## src/rtl/trigger_capture_pkg.sv

```systemverilog
// +--------------------------------------------------------------------+
// | trigger_capture_pkg : shared capture-state encoding and defaults   |
// | Rev 1.0                                                             |
// +--------------------------------------------------------------------+
`default_nettype none

package trigger_capture_pkg;

    typedef enum logic [2:0] {
        ST_FILL  = 3'd0,
        ST_ARMED = 3'd1,
        ST_POST  = 3'd2,
        ST_HOLD  = 3'd3,
        ST_SHOW  = 3'd4
    } capture_state_t;

    localparam int TC_DATA_IN_BITS = 12;
    localparam int TC_ADDRESS_BITS = 12;
    localparam int TC_WINDOW       = 1024;
    localparam int TC_PRE_TRIGGER  = 512;
    localparam int TC_AUTO_TIMEOUT = 4096;

    // A frame may be read by the display only while it is frozen.
    function automatic logic frame_visible(input capture_state_t s);
        return (s == ST_HOLD) || (s == ST_SHOW);
    endfunction

endpackage

`default_nettype wire

```

## src/rtl/trigger_capture_trigger_detector.sv

```systemverilog
// +--------------------------------------------------------------------+
// | trigger_detector : level-crossing detector on consecutive samples  |
// | Rev 1.0                                                             |
// +--------------------------------------------------------------------+
`default_nettype none

module trigger_detector #(
    parameter int DATA_IN_BITS = 12
) (
    input  logic                           clk,
    input  logic                           rst_n,
    input  logic                           i_accept,
    input  logic                           i_clear,
    input  logic signed [DATA_IN_BITS-1:0] i_sample,
    input  logic signed [DATA_IN_BITS-1:0] i_level,
    input  logic                           i_rising,
    output logic                           o_trigger
);

    logic signed [DATA_IN_BITS-1:0] r_prev;
    logic                           r_prev_valid;
    logic                           w_prev_below;
    logic                           w_cur_below;

    always_ff @(posedge clk or negedge rst_n) begin
        if (!rst_n) begin
            r_prev       <= '0;
            r_prev_valid <= 1'b0;
        end else if (i_clear) begin
            r_prev_valid <= 1'b0;
        end else if (i_accept) begin
            r_prev       <= i_sample;
            r_prev_valid <= 1'b1;
        end
    end

    assign w_prev_below = (r_prev < i_level);
    assign w_cur_below  = (i_sample < i_level);

    // Only an accepted sample with a valid predecessor can form an edge.
    assign o_trigger = i_accept && r_prev_valid &&
                       (i_rising ? (w_prev_below && !w_cur_below)
                                 : (!w_prev_below && w_cur_below));

endmodule

`default_nettype wire

```

## src/rtl/trigger_capture.sv

```systemverilog
// +--------------------------------------------------------------------+
// | trigger_capture : pre/post-trigger sample capture into ring buffer |
// | Rev 1.0                                                             |
// +--------------------------------------------------------------------+
`default_nettype none

module trigger_capture
    import trigger_capture_pkg::*;
#(
    parameter int DATA_IN_BITS = TC_DATA_IN_BITS,
    parameter int ADDRESS_BITS = TC_ADDRESS_BITS,
    parameter int WINDOW       = TC_WINDOW,
    parameter int PRE_TRIGGER  = TC_PRE_TRIGGER,
    parameter int AUTO_TIMEOUT = TC_AUTO_TIMEOUT
) (
    input  logic                           clock,
    input  logic                           resetN,
    input  logic                           sampleValid,
    input  logic signed [DATA_IN_BITS-1:0] sampleIn,
    input  logic signed [DATA_IN_BITS-1:0] triggerLevel,
    input  logic                           triggerRising,
    input  logic                           autoTrigger,
    input  logic                           drawStarting,
    output logic                           writeEnable,
    output logic [ADDRESS_BITS-1:0]        writeAddress,
    output logic [DATA_IN_BITS-1:0]        writeData,
    output logic [ADDRESS_BITS-1:0]        windowStart,
    output logic                           frameReady,
    output logic [2:0]                     captureState
);

    localparam int CW       = $clog2(WINDOW + 1);
    localparam int TW       = $clog2(AUTO_TIMEOUT + 1);
    localparam int POST_LEN = WINDOW - PRE_TRIGGER;

    localparam logic [CW-1:0]           c_pre_last    = CW'(PRE_TRIGGER - 1);
    localparam logic [CW-1:0]           c_post_last   = CW'(POST_LEN - 1);
    localparam logic [TW-1:0]           c_timeout_max = TW'(AUTO_TIMEOUT);
    localparam logic [ADDRESS_BITS-1:0] c_pre_offset  = ADDRESS_BITS'(PRE_TRIGGER);

    capture_state_t                r_state;
    capture_state_t                w_next;
    logic [ADDRESS_BITS-1:0]       r_ptr;
    logic [CW-1:0]                 r_count;
    logic [TW-1:0]                 r_timeout;
    logic [ADDRESS_BITS-1:0]       r_window_start;
    logic                          r_we;
    logic [ADDRESS_BITS-1:0]       r_wa;
    logic [DATA_IN_BITS-1:0]       r_wd;
    logic                          r_frame_ready;

    logic w_accept;
    logic w_edge;
    logic w_timeout;
    logic w_fire;
    logic w_clear;

    assign w_accept  = sampleValid &&
                       ((r_state == ST_FILL) || (r_state == ST_ARMED) || (r_state == ST_POST));
    assign w_timeout = autoTrigger && (r_timeout == c_timeout_max);
    assign w_fire    = w_accept && (r_state == ST_ARMED) && (w_edge || w_timeout);
    assign w_clear   = (r_state == ST_SHOW) && drawStarting;

    trigger_detector #(
        .DATA_IN_BITS (DATA_IN_BITS)
    ) u_trigger_detector (
        .clk       (clock),
        .rst_n     (resetN),
        .i_accept  (w_accept),
        .i_clear   (w_clear),
        .i_sample  (sampleIn),
        .i_level   (triggerLevel),
        .i_rising  (triggerRising),
        .o_trigger (w_edge)
    );

    always_comb begin
        w_next = r_state;
        case (r_state)
            ST_FILL:  if (w_accept && (r_count == c_pre_last)) w_next = ST_ARMED;
            ST_ARMED: if (w_fire) w_next = (POST_LEN == 1) ? ST_HOLD : ST_POST;
            ST_POST:  if (w_accept && (r_count == c_post_last)) w_next = ST_HOLD;
            ST_HOLD:  if (drawStarting) w_next = ST_SHOW;
            ST_SHOW:  if (drawStarting) w_next = ST_FILL;
            default:  w_next = ST_FILL;
        endcase
    end

    always_ff @(posedge clock or negedge resetN) begin
        if (!resetN) begin
            r_state        <= ST_FILL;
            r_ptr          <= '0;
            r_count        <= '0;
            r_timeout      <= '0;
            r_window_start <= '0;
            r_we           <= 1'b0;
            r_wa           <= '0;
            r_wd           <= '0;
            r_frame_ready  <= 1'b0;
        end else begin
            r_state       <= w_next;
            r_frame_ready <= frame_visible(w_next);
            r_we          <= w_accept;
            if (w_accept) begin
                r_wa  <= r_ptr;
                r_wd  <= sampleIn;
                r_ptr <= r_ptr + ADDRESS_BITS'(1);
            end

            // One counter serves both FILL (pre samples) and POST (post samples);
            // the trigger sample itself is post-sample 1.
            if (r_state != w_next) begin
                r_count <= (w_next == ST_POST) ? CW'(1) : '0;
            end else if (w_accept && ((r_state == ST_FILL) || (r_state == ST_POST))) begin
                r_count <= r_count + CW'(1);
            end

            if (r_state != ST_ARMED) begin
                r_timeout <= '0;
            end else if (w_accept && !w_fire && (r_timeout != c_timeout_max)) begin
                r_timeout <= r_timeout + TW'(1);
            end

            if (w_fire) begin
                r_window_start <= r_ptr - c_pre_offset;
            end
        end
    end

    assign writeEnable  = r_we;
    assign writeAddress = r_wa;
    assign writeData    = r_wd;
    assign windowStart  = r_window_start;
    assign frameReady   = r_frame_ready;
    assign captureState = r_state;

endmodule

`default_nettype wire

```

## config.mk

```make
export PLATFORM = sky130hd
export DESIGN_NAME = trigger_capture
export DESIGN_NICKNAME = d
export VERILOG_FILES = /design/src/rtl/trigger_capture_pkg.sv /design/src/rtl/trigger_capture_trigger_detector.sv /design/src/rtl/trigger_capture.sv
export SDC_FILE = /design/constraint.sdc
export NUM_CORES = 1
export LEC_CHECK = 0
export ABC_AREA = 0
export CORE_UTILIZATION = 52
export CTS_CLUSTER_SIZE = 14
export DETAILED_ROUTE_END_ITERATION = 8
export PLACE_DENSITY = 0.83
export SYNTH_ARGS = -nofsm -noshare
export SYNTH_HDL_FRONTEND = slang
export SYNTH_SLANG_ARGS = --single-unit
export TNS_END_PERCENT = 100
```

## constraint.sdc

```tcl
create_clock -name clock -period 2.9 [get_ports clock]
set_input_delay 0.58 -clock clock [delete_from_list [all_inputs] [get_ports clock]]
set_output_delay 0.58 -clock clock [all_outputs]
set_load 0.01 [all_outputs]
```

Word level (Yosys, flattened, before mapping):

Cells that the tools add are included.

* bits in registers: 90
* output and inout port bits: 41
* word-level logic and storage cells: 70

* muxes and demuxes: 14
* order comparisons: 2
* reduce and logical (&&, ||, !) cells: 26
* bitwise logic cells: 1
* equal/unequal tests: 12
* add/subtract/negate cells: 4

Operator list (count)
* 2-to-1 mux 13 bit: 2
* less-than comparator 12 bit: 2
* 2-to-1 mux 11 bit: 2
* 2-to-1 mux 3 bit: 5
* case mux 3 bit (5 select lines): 1
* adder 13 x 1 -> 13 bit (second input constant): 1
* == test 13 bit (second input constant): 1
* logical AND 1 bit: 13
* inequality test 13 bit (second input constant): 1
* adder 12 x 1 -> 12 bit (second input constant): 1
* == test 3 x 2 -> 1 bit (second input constant): 4
* subtractor 12 x 10 -> 12 bit (second input constant): 1
* adder 11 x 1 -> 11 bit (second input constant): 1
* == test 11 x 9 -> 1 bit (second input constant): 1
* == test 3 bit (second input constant): 2
* nonzero test 2 bit: 3
* logical OR 1 bit: 5
* 2-to-1 mux 1 bit: 4
* == test 3 x 1 -> 1 bit (second input constant): 1
* logical NOT 1 bit: 3
* logical NOT 3 bit: 1
* inequality test 3 x 1 -> 1 bit (second input constant): 1
* inequality test 3 bit: 1
* AND reduction 2 bit: 1
* NOT 1 bit: 1

Depth between registers and ports, before layout:

Gate-level depths: netlist of the first run.

* depth in word-level cells: 13
* depth in mapped cells: 11
* gate-level depth less buffers: 10

Hierarchy:

Synthesis of the first run repeated with hierarchy kept, for this count alone.

* cells, all modules: 471
* area, all modules: 4566.9 µm²

Modules (own cells, without submodules)
* trigger_capture: cells an instance 371, sequential area each 1926.8 µm², area an instance 3538.4 µm², instances 1
* trigger_detector: cells an instance 100, sequential area each 325.3 µm², area an instance 1028.5 µm², instances 1

Worst setup path before layout of the first run:

Ideal clock, no wire load.

* path kind: in2reg
* from: input port triggerLevel[10]
* to: register r_window_start[8], in the netlist windowStart[8]
* path slack: 0.300 ns
* arrival: 2.475 ns
* buffers on the path: 1
* data required time: 2.775 ns
* cell stages on the path: 10
* setup time: 0.125 ns
* path through: inv_1 ha_1 a21oi_1 nand2_1 a21o_1 o311ai_2 o2bb2ai_2 a21oi_4 buf_6 mux2_4

* word-level cells in the longest chain between the ends: 7
* elaborated cells on any way between the ends: 10

Ends and longest elaborated chain
* start: declaration: line trigger_capture.sv:20 `input logic signed [DATA_IN_BITS-1:0] triggerLevel,`
* less-than comparator 12 bit, on equally long branches: line trigger_capture_trigger_detector.sv:37, trigger_capture_trigger_detector.sv:38
* logical NOT 1 bit, on equally long branches: line trigger_capture_trigger_detector.sv:43, trigger_capture_trigger_detector.sv:42
* logical AND 1 bit, on equally long branches: line trigger_capture_trigger_detector.sv:43, trigger_capture_trigger_detector.sv:42
* 2-to-1 mux 1 bit *: line trigger_capture_trigger_detector.sv:42 `(i_rising ? (w_prev_below && !w_cur_below)`
* logical AND 1 bit *: line trigger_capture_trigger_detector.sv:41 `assign o_trigger = i_accept && r_prev_valid &&`
* logical OR 1 bit *: line trigger_capture.sv:61 `assign w_fire = w_accept && (r_state == ST_ARMED) && (w_edge || w_timeout);`
* logical AND 1 bit *: line trigger_capture.sv:61
* end signal: assignment: line trigger_capture.sv:125 `r_window_start <= r_ptr - c_pre_offset;`
* end: declaration: line trigger_capture.sv:46 `logic [ADDRESS_BITS-1:0] r_window_start;`

Mark *: on every way between the ends. The rest lies on a longest branch, timed or not.
A chain may end at the register's enable or synchronous reset.

Final worst setup path of the first run:

* from: input port triggerLevel[5]
* to: register r_state[0], in the netlist captureState[0]

* word-level cells in the longest chain between the ends: 9
* elaborated cells on any way between the ends: 12

Ends and longest elaborated chain
* less-than comparator 12 bit, on equally long branches: line trigger_capture_trigger_detector.sv:37, trigger_capture_trigger_detector.sv:38
* logical NOT 1 bit, on equally long branches: line trigger_capture_trigger_detector.sv:43, trigger_capture_trigger_detector.sv:42
* logical AND 1 bit, on equally long branches: line trigger_capture_trigger_detector.sv:43, trigger_capture_trigger_detector.sv:42
* 2-to-1 mux 1 bit *: line trigger_capture_trigger_detector.sv:42
* logical AND 1 bit *: line trigger_capture_trigger_detector.sv:41
* logical OR 1 bit *: line trigger_capture.sv:61
* logical AND 1 bit *: line trigger_capture.sv:61
* 2-to-1 mux 3 bit *: line trigger_capture.sv:81 `ST_ARMED: if (w_fire) w_next = (POST_LEN == 1) ? ST_HOLD : ST_POST;`
* case mux 3 bit (5 select lines) *: line trigger_capture.sv:79 `case (r_state)`
* via w_next[0]: line trigger_capture.sv:42 `capture_state_t w_next;`
* end signal: assignment: line trigger_capture.sv:101 `r_state <= w_next;`
* end: declaration: line trigger_capture.sv:41 `capture_state_t r_state;`

Mark *: on every way through the listed nets, which the timed path passes. The rest lies on a longest branch.

==> results.cfg, run 1 <==
[outcome]
status = completed

[power]
p_leak_nw = 2.75
internal_power_w = 0.00208
power_frac_comb_pct = 21.6
power_density_nw_per_um2 = 541
p_sw_w = 0.000974
seq_power_share_pct = 51.1
clkPwrFrac_pct = 27.3
vdd_drop_max_mv = 0.365
switching_share_pct = 31.9

[final_layout]
synthToLayoutAreaGrowth_pct = 26.5
layout-drive-gt1-share_pct = 11.0
antenna_cells = 0
utilization_pct = 68.3
fin_nets = 608

[synthesis]
synth_seq_cells = 90
async_flop_share_pct = 100
synth_top_cell_by_area = dfrtp_1
synth_enable_flop_cells = 0
synth.net_count = 522
yosys.area.top_type_share_pct = 50.5
yosysMostFrequentCell = nand2_1
synthCells = 464
synth_common_cells = nand2_1, dfrtp_1, ha_1
syn_area_sq_um = 4460
yosys_warnings = 0
synthFlopType = dfrtp_1
synth_cell_types = 47
synth.area.top_cells = dfrtp_1, nand2_1, ha_1
synth_area_per_cell_sq_um = 9.61
ys_seq_area_share_pct = 50.5

[place]
gp_congestion = 0.944
dp_worst_setup_slack_ns = -0.334
dpl.hpwl_um = 7010
io_buffers = 70

[floorplanning]
io-pin-count = 71
die_area_sq_um = 8950
rows = 33
initial_core_util_pct = 54.0
fp.coreArea_sq_um = 8260
chipHeight_um = 94.6
die_w_um = 94.6

[clock_tree]
clk_latency_ns = 0.37
clk_pin_slew_ns = 0.10
cts.sinks = 90
cts-htree-levels = 3
root_buffer = clkbuf_8
numCtsBuffers = 9
cts_hold_repair.buffers = 0
clockBufferDepth = 2
cts_tree = built

[detailed_routing]
first_iter_violations = 206
vias = 3578
wirelength_um = 10000
ant_nets = 0
vias_per_cell = 5.42
firstDrtPassIters = 5
wl_per_cell_um = 15.2
drc = 0

[critical_path]
cp-end-kind = register
start_kind = input port
cpMostUsedCell = a41o_1
cp.required_ns = 3.16
crit_chain = clkdlybuf4s50_1, inv_1, ha_1, nand3_1, nand4b_1, a41o_1, a311oi_2, o2bb2ai_4, a21oi_4, buf_12, buf_4, a41o_1
worstSetupPathType = in2reg
crit_path_max_incr_delay_ns = 0.46
cp_top_family = compound AO/OA/AOI/OAI gates
cp_max_fo = 17
crit_buf_inv = 4
arrival_ns = 3.08
crit_slowest_cell = clkdlybuf4s50_1

[timing]
slew_headroom_pct = 58.7
hold_viol_final = 0
holdWs_ns = 0.201
rsz0062_at_grt = true
finalSetupViolations = 0
max_freq_ghz = 0.355
period_needed_ns = 2.82
fin_tns_setup_ns = 0
period_share_pct = 97.2
fin_ws_ns = 0.0820
worst_pin_slew_ns = 0.615
clock_skew_ns = 0.0192
final_max_slew_viol_count = 0

[grt]
grt_max_degree = 47
grt_pass1_vias = 3648
grt-ovfl-total = 0
grt_pass1_wl_um = 16800
grt_antenna_before_repair = 0
grt_usage_pct = 24.3

[run]
cap_violations = 0

[min_path]
min_path_type = in2async
## power by group through the flow
stage	Sequential, W	Combinational (W)	Clock [W]
5_1_grt	0.00158	0.000738	0.000898
2_1_floorplan	0.00157	0.000323	0
3_3_place_gp	0.00157	0.000599	0
6_report	0.00156	0.000659	0.000833
3_5_place_dp	0.00158	0.000626	0
4_1_cts	0.00156	0.000637	0.000850
## placed cells by master (no fill, tap or decap), types with 10 or more instances in the layout
master           count
o21ai_0             10
clkdlybuf4s50_1     69
inv_1               18
buf_4               18
nand3_1             18
ha_1                28
nand2_1            139
nor2_1              27
dfrtp_1             90
a21oi_1             14
xnor2_1             18
## final timing paths
kind	from	slack (ns)	cells past startpoint	endpoint
min reg2reg	writeAddress[11]	0.48	2	writeAddress[11]
max	triggerLevel[5]	0.08	12	captureState[0]
min in group clock	writeAddress[11]	0.48	2	writeAddress[11]
max reg2reg	u_trigger_detector.r_prev[11]	0.44	10	captureState[0]
min	resetN	0.20	1	writeData[1]
max in group asynchronous	resetN	2.04	2	r_timeout[6]
## flip-flops by register name (all words and copies together), names as in the netlist
register                         cells
captureState                         3
frameReady                           1
r_count                             11
r_ptr                               12
r_timeout                           13
u_trigger_detector.r_prev           12
u_trigger_detector.r_prev_valid      1
windowStart                         12
writeAddress                        12
writeData                           12
writeEnable                          1
## metrics by stage
stage               area, sq um  total power (W)  std cells
floorplan                  4460          0.00190        464
global placement           5380          0.00217        643
detailed placement         5380          0.00221        643
CTS                        5580          0.00305        659
global route               5640          0.00322        660
finish                     5640          0.00305        660
## cell families (layout without fill, tap and decap cells)
family / after synthesis / after routing / share of synthesized area [%]
XOR/XNOR: 25 / 25 / 4.91
flip-flops: 90 / 90 / 50.5
AO/OA/AOI/OAI: 53 / 53 / 8.72
multiplexers: 13 / 13 / 3.25
buffers and inverters: 32 / 123 / 3.03
AND/OR/NAND/NOR: 223 / 223 / 21.7
adder cells (fa/ha/maj): 28 / 28 / 7.85
## per-layer routing
layer	track usage, %	up-vias	share of wire (%)
li1	-	1729	-
met1	31.9	1721	44
met2	39.0	106	48
met3	4.91	22	5.5
met4	10.7	0	2.4
met5	0	-	0
## cell type report
| type | instances | area, sq um |
|---|---|---|
| Clock buffer | 9 | 124 |
| Clock inverter | 7 | 71.3 |
| Fill cell | 633 | 2620 |
| Inverter | 18 | 67.6 |
| Multi-Input combinational cell | 342 | 2130 |
| Sequential cell | 90 | 2250 |
| Tap cell | 105 | 131 |
| Timing Repair Buffer | 89 | 866 |
## timing repair
| action | in CTS | in global routing |
|---|---|---|
| resized for setup | 0 | 10 |
| buffers inserted | 0 | 1 |
| endpoints found under the setup margin | 0 | 34 |
| hold endpoints to repair | 0 | 0 |
(Power assumes the default switching activity.)
==> inputs of run 2 (changes only) <==
--- a/config.mk
+++ b/config.mk
@@ -7,6 +7,7 @@
 export LEC_CHECK = 0
 export ABC_AREA = 0
 export CORE_UTILIZATION = 52
+export CTS_CLUSTER_DIAMETER = 60
 export CTS_CLUSTER_SIZE = 14
 export DETAILED_ROUTE_END_ITERATION = 8
 export PLACE_DENSITY = 0.83
==> results of run 2 <==
No change in the layout: final DEF, timing and power equal those of run 1.
==> inputs of run 3 (changes only) <==
--- a/config.mk
+++ b/config.mk
@@ -5,12 +5,11 @@
 export SDC_FILE = /design/constraint.sdc
 export NUM_CORES = 1
 export LEC_CHECK = 0
-export ABC_AREA = 0
+export ABC_AREA = 1
 export CORE_UTILIZATION = 52
 export CTS_CLUSTER_DIAMETER = 60
-export CTS_CLUSTER_SIZE = 14
 export DETAILED_ROUTE_END_ITERATION = 8
-export PLACE_DENSITY = 0.83
+export PLACE_DENSITY = 0.82
 export SYNTH_ARGS = -nofsm -noshare
 export SYNTH_HDL_FRONTEND = slang
 export SYNTH_SLANG_ARGS = --single-unit
==> run 3 against run 2 <==
  * Global-route usage decreased by 1.6 points
  * Total power increased by 6.8%
  * Clock-buffer cell count unchanged
  * Worst setup slack improved by 0.14 ns
  * Via count increased by 5.9%
  * Fmax increased by 5.4%
  * Cell area increased by 2.9%
  * Synthesized cell count increased by 18%
  * Clock power increased by 12%
  * Clock skew decreased by 0.0079 ns
==> results.cfg, run 3 <==
[clock_tree]
postCtsSetupRepairBufs = 0
cts_tree = built
numCtsBuffers = 9
cts-htree-levels = 3
clk_pin_slew_ns = 0.10
root_buffer = clkbuf_8
cts.sinks = 90
cts_hold_repair.buffers = 0
clk_latency_ns = 0.37
clockBufferDepth = 2

[synthesis]
synth_common_cells = nand2_1, dfrtp_1, inv_1
synth_cell_types = 30
yosys.area.top_type_share_pct = 48.3
synth_area_per_cell_sq_um = 8.50
yosys_warnings = 0
synth_top_cell_by_area = dfrtp_1
synth.area.top_cells = dfrtp_1, nand2_1, ha_1
synthCells = 549
synth_seq_cells = 90
synthFlopType = dfrtp_1
syn_area_sq_um = 4660
synth_enable_flop_cells = 0
yosysMostFrequentCell = nand2_1
async_flop_share_pct = 100
ys_seq_area_share_pct = 48.3
synth.net_count = 607

[outcome]
status = completed

[detailed_routing]
drc = 0
wirelength_um = 10000
wl_per_cell_um = 13.5
firstDrtPassIters = 4
first_iter_violations = 218
vias = 3790
vias_per_cell = 5.10
ant_nets = 0

[floorplanning]
chipHeight_um = 96.7
rows = 34
fp.coreArea_sq_um = 8720
initial_core_util_pct = 53.5
die_w_um = 96.7
io-pin-count = 71
die_area_sq_um = 9350

[final_layout]
mostFrequentLayoutCells = nand2_1, dfrtp_1, inv_1, clkdlybuf4s50_1, o21ai_0
fin_nets = 688
regMostFlops = r_timeout
synthToLayoutAreaGrowth_pct = 24.5
antenna_cells = 0
design_area_sq_um = 5810
layout-drive-gt1-share_pct = 9.76
largest_register_ffs = 13
final_common_cell = nand2_1
final_cells = 743

[min_path]
min_path_type = in2async

[critical_path]
crit_buf_inv = 4
worstSetupPathType = in2reg
cp-end-kind = register
crit_chain = clkdlybuf4s50_1, inv_1, ha_1, nand2_1, inv_1, nand2_1, nand3_1, nor2_2, nand2_2, nand2_1, nand2_1, nand2_1, nand2_1, nand3_1, nand2_1, nand2_2, buf_4, o21a_2, nand2_8, nor2_2
arrival_ns = 2.98
crit_path_max_incr_delay_ns = 0.45
regToRegSetupSlack_ns = 0.54
cp.required_ns = 3.20
cp_max_fo = 10
cpMostUsedCell = nand2_1
crit_slowest_cell = clkdlybuf4s50_1
start_kind = input port
cp_top_family = simple AND/OR/NAND/NOR gates

[timing]
max_freq_ghz = 0.374
finalSetupViolations = 0
period_needed_ns = 2.67
period_share_pct = 92.2
clock_skew_ns = 0.0113
worst_pin_slew_ns = 0.479
holdWs_ns = 0.230
slew_headroom_pct = 67.8
final_max_slew_viol_count = 0
hold_viol_final = 0

[grt]
grt_pass1_wl_um = 17300
grt_usage_pct = 22.6
grt_antenna_before_repair = 0
grt_max_degree = 91
grt-ovfl-total = 0
grt_pass1_vias = 3877

[power]
power_density_nw_per_um2 = 561
switching_share_pct = 31.9
seq_power_share_pct = 48.1
p_leak_nw = 2.89
power_frac_comb_pct = 23.1
clkPwrFrac_pct = 28.8
vdd_drop_max_mv = 0.357
internal_power_w = 0.00222
p_sw_w = 0.00104

[place]
io_buffers = 70
placedInstanceArea_sq_um = 5570
gp_congestion = 0.853
dpl.hpwl_um = 7190
dp.cells = 727

[run]
cap_violations = 0
[run 3: power groups by stage]
stage | Clock (W) | Combinational [W] | Sequential, W
final | 0.000937 | 0.000752 | 0.00157
after global routing | 0.00101 | 0.000840 | 0.00159
after CTS | 0.000953 | 0.000758 | 0.00157
after detailed placement | 0 | 0.000748 | 0.00159
after global placement | 0 | 0.000716 | 0.00158
after floorplan | 0 | 0.000358 | 0.00160
[run 3: cells by family after synthesis]
group / count (synthesis) / synth area share [%]
compound gates: 55 / 6.33
xor+xnor: 27 / 5.07
fa+ha+maj: 28 / 7.51
buf+inv: 83 / 7.00
flops: 90 / 48.3
mux: 1 / 0.215
simple gates: 265 / 25.6
[run 3: repair_timing]
action	in CTS	in global routing
resized for setup	0	4
endpoints found under the hold margin	0	0
setup endpoints to repair	0	10
[run 3: stage by stage]
step	total power, W	TNS [ns]	setup WS [ns]	utilization, %
6_report	0.00326	0	0.226	66.6
5_1_grt	0.00344	-0.0389	-0.0133	66.6
4_1_cts	0.00328	0	0.187	66.5
3_5_place_dp	0.00234	-4.63	-0.200	63.9
3_3_place_gp	0.00229	-2.36	-0.102	63.9
2_1_floorplan	0.00196	0	0.457	-
[run 3: path summary, 6_finish.rpt]
path / from / to / depth (start not counted)
setup / recovery: triggerLevel[11] / r_count[9] / 20
setup reg to reg: u_trigger_detector.r_prev[11] / r_count[9] / 18
hold / removal: resetN / r_count[4] / 2
min in group clock: writeData[6] / writeData[6] / 2
hold reg to reg: writeData[6] / writeData[6] / 2
max in group asynchronous: resetN / u_trigger_detector.r_prev[2] / 2
[run 3: layout make-up]
cell class / count / area [sq um]
Timing Repair Buffer: 84 / 841
Fill cell: 667 / 2910
Sequential cell: 90 / 2250
Multi-Input combinational cell: 376 / 2100
Clock inverter: 7 / 98.8
Tap cell: 108 / 135
Clock buffer: 9 / 124
Inverter: 69 / 259
[run 3: worst reg2reg max path: cells and delay by family (launching register included)]
family | cells | cell delay (ns)
compound gates | 1 | 0.20
buf+inv | 2 | 0.22
flops | 1 | 0.41
fa+ha+maj | 1 | 0.32
simple gates | 14 | 1.15
[run 3: metal layers]
metal	vias to the layer above	GRT usage [%]	routed length [um]
li1	1909	-	-
met1	1793	29.5	4560
met2	78	38.5	4940
met3	10	4.48	397
met4	0	6.43	104
met5	-	0	0
